===== src/rtl/sdram_pkg.sv =====
// Shared constants and pointer-width helper for the SDRAM controller FIFOs.
package sdram_pkg;

    localparam int SDRAM_FIFO_DATA_W = 8;
    localparam int SDRAM_FIFO_DEPTH  = 16;

    // Pointer width carries one extra wrap bit above the address bits.
    function automatic int ptr_w(input int depth);
        return $clog2(depth) + 1;
    endfunction

endpackage


===== src/rtl/sdram_sync_fifo_if.sv =====
// Write/read/status bundle between host request logic and the staging FIFO.
interface sdram_sync_fifo_if #(
    parameter int DATA_W = 8,
    parameter int DEPTH  = 16
);
    logic                      wr_en;
    logic [DATA_W-1:0]         wr_data;
    logic                      full;
    logic                      almost_full;
    logic                      rd_en;
    logic [DATA_W-1:0]         rd_data;
    logic                      empty;
    logic                      almost_empty;
    logic [$clog2(DEPTH):0]    count;
    logic                      clr_err;
    logic                      overflow;
    logic                      underflow;

    modport master (
        output wr_en, wr_data, rd_en, clr_err,
        input  full, almost_full, rd_data, empty, almost_empty, count, overflow, underflow
    );

    modport slave (
        input  wr_en, wr_data, rd_en, clr_err,
        output full, almost_full, rd_data, empty, almost_empty, count, overflow, underflow
    );
endinterface


===== src/rtl/sdram_fifo_ram.sv =====
// Simple dual-port DEPTH x DATA_W array; read port is registered unless
// SDRAM_SYNC_FIFO_FWFT_EN is defined, in which case it is combinational.
module sdram_fifo_ram #(
    parameter int DATA_W = 8,
    parameter int DEPTH  = 16,
    localparam int ADDR_W = $clog2(DEPTH)
) (
    input  logic              i_clk,
    input  logic              i_reset,
    input  logic              i_we,
    input  logic [ADDR_W-1:0] i_waddr,
    input  logic [DATA_W-1:0] i_wdata,
    input  logic              i_re,
    input  logic [ADDR_W-1:0] i_raddr,
    output logic [DATA_W-1:0] o_rdata
);

    logic [DATA_W-1:0] r_mem [DEPTH];

    always_ff @(posedge i_clk) begin
        if (i_we) r_mem[i_waddr] <= i_wdata;
    end

`ifdef SDRAM_SYNC_FIFO_FWFT_EN
    logic w_unused;
    assign w_unused = i_reset ^ i_re;
    assign o_rdata  = r_mem[i_raddr];
`else
    logic [DATA_W-1:0] r_rdata;

    // Holds its value across rejected reads and idle cycles.
    always_ff @(posedge i_clk) begin
        if (i_reset)   r_rdata <= '0;
        else if (i_re) r_rdata <= r_mem[i_raddr];
    end

    assign o_rdata = r_rdata;
`endif

endmodule


===== src/rtl/sdram_sync_fifo.sv =====
// Single-clock staging FIFO with fill count, almost flags and sticky errors.
// Define SDRAM_SYNC_FIFO_FWFT_EN for first-word-fall-through reads.
module sdram_sync_fifo
    import sdram_pkg::*;
#(
    parameter int DATA_W        = SDRAM_FIFO_DATA_W,
    parameter int DEPTH         = SDRAM_FIFO_DEPTH,
    parameter int AFULL_THRESH  = DEPTH - 2,
    parameter int AEMPTY_THRESH = 2
) (
    input  logic                  i_clk,
    input  logic                  i_reset,
    sdram_sync_fifo_if.slave      bus
);

    localparam int ADDR_W = $clog2(DEPTH);
    localparam int PTR_W  = ptr_w(DEPTH);

    logic [PTR_W-1:0] r_wr_ptr, r_rd_ptr, r_count;
    logic             r_overflow, r_underflow;
    logic             w_full, w_empty, w_wr_acc, w_rd_acc;

    assign w_empty  = (r_wr_ptr == r_rd_ptr);
    assign w_full   = (r_wr_ptr[ADDR_W-1:0] == r_rd_ptr[ADDR_W-1:0]) &&
                      (r_wr_ptr[ADDR_W] != r_rd_ptr[ADDR_W]);
    // Acceptance uses only registered flags, so a same-cycle pop never frees a full slot.
    assign w_wr_acc = bus.wr_en && !w_full;
    assign w_rd_acc = bus.rd_en && !w_empty;

    always_ff @(posedge i_clk) begin
        if (i_reset) begin
            r_wr_ptr    <= '0;
            r_rd_ptr    <= '0;
            r_count     <= '0;
            r_overflow  <= 1'b0;
            r_underflow <= 1'b0;
        end else begin
            if (w_wr_acc) r_wr_ptr <= r_wr_ptr + PTR_W'(1);
            if (w_rd_acc) r_rd_ptr <= r_rd_ptr + PTR_W'(1);
            case ({w_wr_acc, w_rd_acc})
                2'b10:   r_count <= r_count + PTR_W'(1);
                2'b01:   r_count <= r_count - PTR_W'(1);
                default: r_count <= r_count;
            endcase
            // A fresh error wins over a coincident clear.
            if (bus.wr_en && w_full)       r_overflow  <= 1'b1;
            else if (bus.clr_err)          r_overflow  <= 1'b0;
            if (bus.rd_en && w_empty)      r_underflow <= 1'b1;
            else if (bus.clr_err)          r_underflow <= 1'b0;
        end
    end

    sdram_fifo_ram #(
        .DATA_W (DATA_W),
        .DEPTH  (DEPTH)
    ) u_ram (
        .i_clk   (i_clk),
        .i_reset (i_reset),
        .i_we    (w_wr_acc),
        .i_waddr (r_wr_ptr[ADDR_W-1:0]),
        .i_wdata (bus.wr_data),
        .i_re    (w_rd_acc),
        .i_raddr (r_rd_ptr[ADDR_W-1:0]),
        .o_rdata (bus.rd_data)
    );

    assign bus.full         = w_full;
    assign bus.empty        = w_empty;
    assign bus.count        = r_count;
    assign bus.almost_full  = (r_count >= PTR_W'(AFULL_THRESH));
    assign bus.almost_empty = (r_count <= PTR_W'(AEMPTY_THRESH));
    assign bus.overflow     = r_overflow;
    assign bus.underflow    = r_underflow;

endmodule


===== src/flat_wrapper.sv =====
// flat-port wrapper written by rule: the top's interface ports become plain ports
module sdram_sync_fifo_flat import sdram_pkg::*;
#(
    parameter int DATA_W        = SDRAM_FIFO_DATA_W,
    parameter int DEPTH         = SDRAM_FIFO_DEPTH,
    parameter int AFULL_THRESH  = DEPTH - 2,
    parameter int AEMPTY_THRESH = 2
)
  (i_clk, i_reset, bus_wr_en, bus_wr_data, bus_rd_en, bus_clr_err, bus_full, bus_almost_full, bus_rd_data, bus_empty, bus_almost_empty, bus_count, bus_overflow, bus_underflow);
  sdram_sync_fifo_if #(.DATA_W(DATA_W), .DEPTH(DEPTH)) bus_i ();
  input  logic i_clk;
  input  logic i_reset;
  input wire logic [$bits(bus_i.wr_en)-1:0] bus_wr_en;
  input wire logic [$bits(bus_i.wr_data)-1:0] bus_wr_data;
  input wire logic [$bits(bus_i.rd_en)-1:0] bus_rd_en;
  input wire logic [$bits(bus_i.clr_err)-1:0] bus_clr_err;
  output wire logic [$bits(bus_i.full)-1:0] bus_full;
  output wire logic [$bits(bus_i.almost_full)-1:0] bus_almost_full;
  output wire logic [$bits(bus_i.rd_data)-1:0] bus_rd_data;
  output wire logic [$bits(bus_i.empty)-1:0] bus_empty;
  output wire logic [$bits(bus_i.almost_empty)-1:0] bus_almost_empty;
  output wire logic [$bits(bus_i.count)-1:0] bus_count;
  output wire logic [$bits(bus_i.overflow)-1:0] bus_overflow;
  output wire logic [$bits(bus_i.underflow)-1:0] bus_underflow;
  assign bus_i.wr_en = bus_wr_en;
  assign bus_i.wr_data = bus_wr_data;
  assign bus_i.rd_en = bus_rd_en;
  assign bus_i.clr_err = bus_clr_err;
  assign bus_full = bus_i.full;
  assign bus_almost_full = bus_i.almost_full;
  assign bus_rd_data = bus_i.rd_data;
  assign bus_empty = bus_i.empty;
  assign bus_almost_empty = bus_i.almost_empty;
  assign bus_count = bus_i.count;
  assign bus_overflow = bus_i.overflow;
  assign bus_underflow = bus_i.underflow;
  sdram_sync_fifo #(.DATA_W(DATA_W), .DEPTH(DEPTH), .AFULL_THRESH(AFULL_THRESH), .AEMPTY_THRESH(AEMPTY_THRESH)) u_core (.i_clk(i_clk), .i_reset(i_reset), .bus(bus_i));
endmodule

===== config.mk =====
export PLATFORM = sky130hd
export DESIGN_NAME = sdram_sync_fifo_flat
export DESIGN_NICKNAME = d
export VERILOG_FILES = /design/src/rtl/sdram_pkg.sv /design/src/rtl/sdram_sync_fifo_if.sv /design/src/rtl/sdram_fifo_ram.sv /design/src/rtl/sdram_sync_fifo.sv /design/src/flat_wrapper.sv
export SDC_FILE = /design/constraint.sdc
export NUM_CORES = 1
export LEC_CHECK = 0
export BUFFER_PORTS_ARGS = -buffer_cell sky130_fd_sc_hd__buf_2
export CORE_UTILIZATION = 45
export CTS_CLUSTER_DIAMETER = 150
export DETAILED_ROUTE_END_ITERATION = 7
export PLACE_DENSITY = 0.69
export SLEW_MARGIN = 20
export SYNTH_ARGS = -nofsm -noshare
export SYNTH_HDL_FRONTEND = slang
export SYNTH_SLANG_ARGS = --single-unit

===== constraint.sdc =====
create_clock -name i_clk -period 4.1 [get_ports i_clk]
set_input_delay 0.82 -clock i_clk [delete_from_list [all_inputs] [get_ports i_clk]]
set_output_delay 0.82 -clock i_clk [all_outputs]
set_load 0.01 [all_outputs]

# After elaboration in Yosys (flattened, before gate mapping)
# Memories as Yosys holds them, arrays and structs flattened. A register that Yosys moved wholly into a read port is not among the register bits.
# Index checks and enable logic that the tools add are counted.
[op_classes] n_addsub=4 magnitude_cmp=2 n_eq_ne=5 mux=6 n_reduce_logical=10
[ops] operator="adder 5 x 1 -> 5 bit, second input constant" n=3
[ops] operator="case mux 5 bit (2 select lines)" n=1
[ops] operator="nonzero test 2 bit" n=3
[ops] operator="== test 5 bit" n=1
[ops] operator="greater-or-equal comparator 5 x 4 -> 1 bit, second input constant" n=1
[ops] operator="less-or-equal comparator 5 x 2 -> 1 bit, second input constant" n=1
[ops] operator="logical AND 1 bit" n=5
[ops] operator="two-way mux 1 bit" n=5
[ops] operator="subtractor 5 x 1 -> 5 bit, second input constant" n=1
[ops] operator="== test 4 bit" n=1
[ops] operator="== test 2 x 1 -> 1 bit, second input constant" n=1
[ops] operator="== test 2 bit, second input constant" n=1
[ops] operator="zero test 1 bit" n=2
[ops] operator="!= test 1 bit" n=1
[word_totals] register_bits=17 mem_bits_rw=128 in_bits=13 out_inout_bits=19 elab_cells=33 memories=1
[mem_list] name="u_core.u_ram.r_mem" depth=16 word_bits=8 read_ports=1 rd_ports_with_merged_regs=1 wr=1 line="sdram_fifo_ram.sv:18" rtl="logic [DATA_W-1:0] r_mem [DEPTH];"

# Longest topological paths before layout
[depth] ltp_word=6 mapped_depth=14 ltp_nobuf=12

# By module
# From an unflattened synthesis, not the netlist that was laid out.
[unflattened] hier_cells=420 hier_area_um2=6314.8
[modules_own_cells] module="sdram_fifo_ram" instances=1 cells_each=316 area_each_um2=5343.9 seq_area_each_um2=4003.8
[modules_own_cells] module="sdram_sync_fifo" instances=1 cells_each=104 area_each_um2=970.9 seq_area_each_um2=340.3

# Worst setup path before layout
# No wires, ideal clock.
[synth_path] kind="reg-to-reg" from="reg u_core.r_rd_ptr[3]" to="reg u_core.r_count[4], in the netlist u_core.bus.count[4]" setup_ns=0.071 t_arrival_ns=2.860 t_required_ns=4.029 path_slack_ns=1.169 path_stages_with_launch=14 n_path_buf=2 synth_period_minus_slack_ns=2.931 path_cell_list="dfxtp_1 -> buf_2 -> xnor2_1 -> nand4_1 -> o21ai_4 -> inv_2 -> buf_2 -> ha_1 -> ha_1 -> nor2b_1 -> o21ai_1 -> a21oi_1 -> or4_1 -> a21oi_1"
[synth_between] word_cells_on_any_way=11 classes_between="eq/ne (4); mux (1); reduce/logical (6)"
[synth_rtl] element="start: declaration" line="sdram_sync_fifo.sv:19" rtl="logic [PTR_W-1:0] r_wr_ptr, r_rd_ptr, r_count;"
[synth_rtl] element="start signal: assignment" line="sdram_sync_fifo.sv:39" rtl="if (w_rd_acc) r_rd_ptr <= r_rd_ptr + PTR_W'(1);"
[synth_rtl] element="== test 5 bit (*)" line="sdram_sync_fifo.sv:23" rtl="assign w_empty = (r_wr_ptr == r_rd_ptr);"
[synth_rtl] element="zero test 1 bit (*)" line="sdram_sync_fifo.sv:28" rtl="assign w_rd_acc = bus.rd_en && !w_empty;"
[synth_rtl] element="logical AND 1 bit (*)" line="sdram_sync_fifo.sv:28"
[synth_rtl] element="named net u_core.u_ram.i_re" line="sdram_fifo_ram.sv:13" rtl="input logic i_re,"
[synth_rtl] element="== test 2 x 1 -> 1 bit or == test 2 bit (tied branches)" line="sdram_sync_fifo.sv:40" rtl="case ({w_wr_acc, w_rd_acc})"
[synth_rtl] element="case mux 5 bit (2 select lines) or nonzero test 2 bit (tied branches)"
[synth_rtl] element="end signal: assignment" line="sdram_sync_fifo.sv:41" rtl="2'b10: r_count <= r_count + PTR_W'(1);"
[synth_rtl] element="end signal: assignment" line="sdram_sync_fifo.sv:42" rtl="2'b01: r_count <= r_count - PTR_W'(1);"
[synth_rtl] element="end signal: assignment" line="sdram_sync_fifo.sv:43" rtl="default: r_count <= r_count;"
[synth_rtl] element="end: declaration" line="sdram_sync_fifo.sv:19"
# Mark *: on every way through the listed nets, which the timed path passes. The rest lies on a longest branch.
# A chain may end at the register's enable or synchronous reset.

# Worst setup path in the final report
[layout_path] from="reg u_core.r_wr_ptr[1]" to="reg u_core.r_count[4], in the netlist u_core.bus.count[4]"
[layout_between] elab_chain_cells=6 word_cells_on_any_way=11 classes_between="eq/ne (4); mux (1); reduce/logical (6)"
[layout_lines] element="start: declaration" line="sdram_sync_fifo.sv:19"
[layout_lines] element="start signal: assignment" line="sdram_sync_fifo.sv:38" rtl="if (w_wr_acc) r_wr_ptr <= r_wr_ptr + PTR_W'(1);"
[layout_lines] element="== test 4 bit" line="sdram_sync_fifo.sv:24" rtl="assign w_full = (r_wr_ptr[ADDR_W-1:0] == r_rd_ptr[ADDR_W-1:0]) &&"
[layout_lines] element="logical AND 1 bit" line="sdram_sync_fifo.sv:24"
[layout_lines] element="zero test 1 bit" line="sdram_sync_fifo.sv:27" rtl="assign w_wr_acc = bus.wr_en && !w_full;"
[layout_lines] element="logical AND 1 bit" line="sdram_sync_fifo.sv:27"
[layout_lines] element="== test 2 x 1 -> 1 bit or == test 2 bit (tied branches)" line="sdram_sync_fifo.sv:40"
[layout_lines] element="case mux 5 bit (2 select lines) or nonzero test 2 bit (tied branches)"
# Several ways; a longest one is shown, not always the timed one.

==> out/results.env <==
GRT_MAX_DEGREE=52
TIMING.HOLD.WORST_PATH_DEPTH=2
CLOCK_LATENCY_NS=0.43
FINAL-HOLD-VIOLATION-COUNT=0
CRITICAL_PATH.REG2REG.STARTPOINT='u_core.r_wr_ptr[1]'
CTS_MAX_PATH_BUFFERS=2
RSZ0062_AT_GRT='false'
SETUP.WORST_PATH.CLASS='reg -> reg'
DIE_AREA_UM2=14500
SYNTHDOMINANTCELLAREASHARE=0.608
IO_BUFFER_COUNT=31
RUN_STATUS='completed'
TOP_LEVEL_PORTS=32
YS_SEQ_AREA_FRAC=0.687
ANTENNADIODECOUNT=0
REPORT.FINAL.SLEW_VIOL_COUNT=0
YOSYS.CELL_TYPES.COUNT=41
CP.REQUIRED_NS=4.45
POST_SYNTH.CELL_AREA_AVG_UM2=16.6
GLOBAL_ROUTE.OVERFLOW_TOTAL=0
ROUTED-VIA-COUNT=3396
ENDPOINTS_FAILING_SETUP=0
DIE-HEIGHT_UM=121
GP_ROUTABILITY_CONGESTION=0.863
WORST-PATH-MAX-FANOUT=11
TIMING.SLEW.HEADROOM=0.357
REG2REG_SETUP_SLACK_NS=0.81
ROUTED_ANTENNA_NETS=0
DRV_CAP=0
CTS_INSERTED_BUFFERS=17
ROUTED_WIRE_LENGTH_PER_INSTANCE_UM=20.5
COREAREA_UM2=13500
POSTSYNTH.TOPFLOPCELL='edfxtp_1'
SYNTH.LARGEST_AREA_CELL='edfxtp_1'
HOLD_PATH_STARTPOINT='u_core.u_ram.o_rdata[5]'
FIRST_PASS_GRT_WIRE_LENGTH_UM=19300
POST_SYNTH_INST_COUNT=382
WORST_EP_ARRIVAL_TIME_NS=3.64
LAYOUT.CELLS.NON_FILLER=605
POST-PLACE-CELLS=573
SYNTH_TOP_CELLS_BY_COUNT='edfxtp_1, nor2_1, dfxtp_1'
DP_HPWL_UM=7670
FINAL.SETUP.TNS_NS=0
STD_CELL_ROWS=42
CLOCK_SLEW_SEEN_BY_THE_REGISTERS_OF_THE_WORST_SETUP_AND_HOLD_PATHS_NS=0.06
POWER_DENSITY_nW_PER_UM2=519
SYNTH_SEQ_CELLS=153
YS_ASYNC_SR_FRACTION=0
TRITONCTS='built'
DRT-INITIAL-DRC-COUNT=199
VDD.IR_DROP.WORST_uV=285
TRACK_USAGE=0.188
ANTENNA_FOUND_INITIAL=0
DRC=0
RR_ENDPOINT='u_core.bus.count[4]'
PLACE_WORST_SETUP_SLACK_NS=0.829
LAYOUT_SETUP_WS_NS=0.813
MAX_FREQ_MHz=304
TIMING.REG2REG.WORST_PATH_DEPTH=11
SYNTHESIS.AREA_UM2=6330
MIN_PERIOD_OVER_PERIOD=0.802
FINAL_NETS=439
TIGHTEST_SLEW_NS=0.962
SYNTH_TOP_CELLS_BY_AREA='edfxtp_1, dfxtp_1, mux4_2'
NATURE_OF_THE_CRITICAL_PATH_ENDPOINT='register'
FINAL_UTIL=0.534
WIRELENGTH_UM=12400
YOSYS_WARNINGS=0
CTSROOTBUFFERMASTER='clkbuf_16'
SKEW_NS=0.00657
FIRST_GLOBAL_VIAS=3410
WORST_SETUP_PATH_START_KIND='register'
VIASPERCELL=5.61
FINAL.MIN_CLOCK_PERIOD_NS=3.29
HOLDPATHEND='u_core.u_ram.o_rdata[5]'
SYNTH_EDF_COUNT=128
MIN_PATH_TYPE='reg -> reg'
FLOW.AREA_GROWTH_FROM_SYNTHESIS_PCT=13.5
POST-LAYOUT-TOTAL-POWER_mW=3.73
SYN_NETS=405
FILL_CELLS=1084
CLKSINKCOUNT=153
FRACTION_OF_LAYOUT_CELLS_WITH_A_SIZE_SUFFIX_ABOVE_1=0.266
CTS_HTREE_LEVELS=4
CTS-HOLD-FIX-BUFFERS=0
POST_CTS.REPAIR.SETUP_BUFFERS=0
POWER.STATIC_LEAKAGE_nW=2.44
DR.PASS1.ITERS=4
INITIAL_CORE_UTILIZATION=0.470
YOSYS.CELL_COUNT.TOP_TYPE='edfxtp_1'
CTS-RESIZED-GATES=0
DIE-WIDTH_UM=121
[stage by stage]
step / area [um2] / hold slack, ns
after floorplan: 6330 / 0.511
after global placement: 6620 / 0.484
after detailed placement: 6620 / 0.489
after global routing: 7180 / 0.530
after CTS: 7180 / 0.497
final: 7180 / 0.501
[cells in the final DEF, fill, tap and decap left out, types with 3 or more instances in the layout]
cell type  instances
o22ai_1            8
inv_1              6
mux4_1             6
and3_1            13
edfxtp_1         128
a211oi_1          10
a211oi_2           6
nand4_1            3
nor2_1            27
xor2_1             4
a21oi_1           11
mux4_2            18
buf_4              6
xnor2_1           11
clkbuf_16         17
clkinv_2           7
buf_2             31
nor2b_1           17
ha_1               9
dfxtp_1           23
nand2_1            3
mux2_2            16
nor3_1            18
[kinds of logic after synthesis]
group,synth area share
flip-flops,0.687
buffers and inverters,0.0247
AND/OR/NAND/NOR,0.0714
AO/OA/AOI/OAI,0.0530
XOR/XNOR,0.0208
multiplexers,0.122
adder cells (fa/ha/maj),0.0210
[metal layers]
layer / GRT usage / wire length (um)
met2: 0.298 / 6120
met5: 0 / 0
met4: 0.0972 / 279
met1: 0.237 / 5360
met3: 0.0505 / 648
[final cells by class]
| class | instances | area, um2 | area share |
|---|---|---|---|
| multi-input combinational | 199 | 1830 | 0.254 |
| timing repair buffer | 37 | 200 | 0.0279 |
| sequential | 153 | 4350 | 0.605 |
| clock inverter | 14 | 131 | 0.0183 |
| clock buffer | 18 | 429 | 0.0597 |
| inverter | 8 | 30.0 | 0.00418 |
| tap | 176 | 220 | 0.0307 |
[critical path, cell delays in order (launching register included)]
cell and delay, ns:
dfxtp_1 0.46, xnor2_1 0.20, nand4_1 0.29, o21ai_4 0.44, inv_2 0.20, ha_1 0.27, ha_1 0.32, nor2b_1 0.19
o21ai_1 0.09, and3_1 0.19, or4_1 0.39, a21oi_1 0.16
[power breakdown]
part | leakage, nW | internal [mW] | total, mW | switching, mW
Clock | 0.277 | 0.886 | 1.48 | 0.592
Combinational | 0.802 | 0.190 | 0.474 | 0.284
Sequential | 1.36 | 1.74 | 1.78 | 0.0393
Total | 2.44 | 2.82 | 3.73 | 0.916
[how the worst max path moves through the flow]
stage	from	endpoint	slack, ns	cells after the start
after global routing	u_core.r_wr_ptr[1]	u_core.bus.count[4]	0.59	11
after detailed placement	u_core.r_wr_ptr[1]	u_core.bus.count[4]	0.83	11
after global placement	u_core.r_wr_ptr[2]	u_core.bus.count[4]	1.02	11
after CTS	u_core.r_wr_ptr[1]	u_core.bus.count[4]	0.82	11
final	u_core.r_wr_ptr[1]	u_core.bus.count[4]	0.81	11
after floorplan	u_core.r_rd_ptr[3]	u_core.bus.count[4]	1.17	13
[state kept, by name, indices dropped and copies added (netlist names)]
name and count:
u_core.bus.count 5, u_core.r_rd_ptr 5, u_core.bus.overflow 1, u_core.u_ram.r_mem 128, u_core.u_ram.o_rdata 8, u_core.r_wr_ptr 5, u_core.bus.underflow 1
No activity file was read; power rests on OpenSTA's default activity.
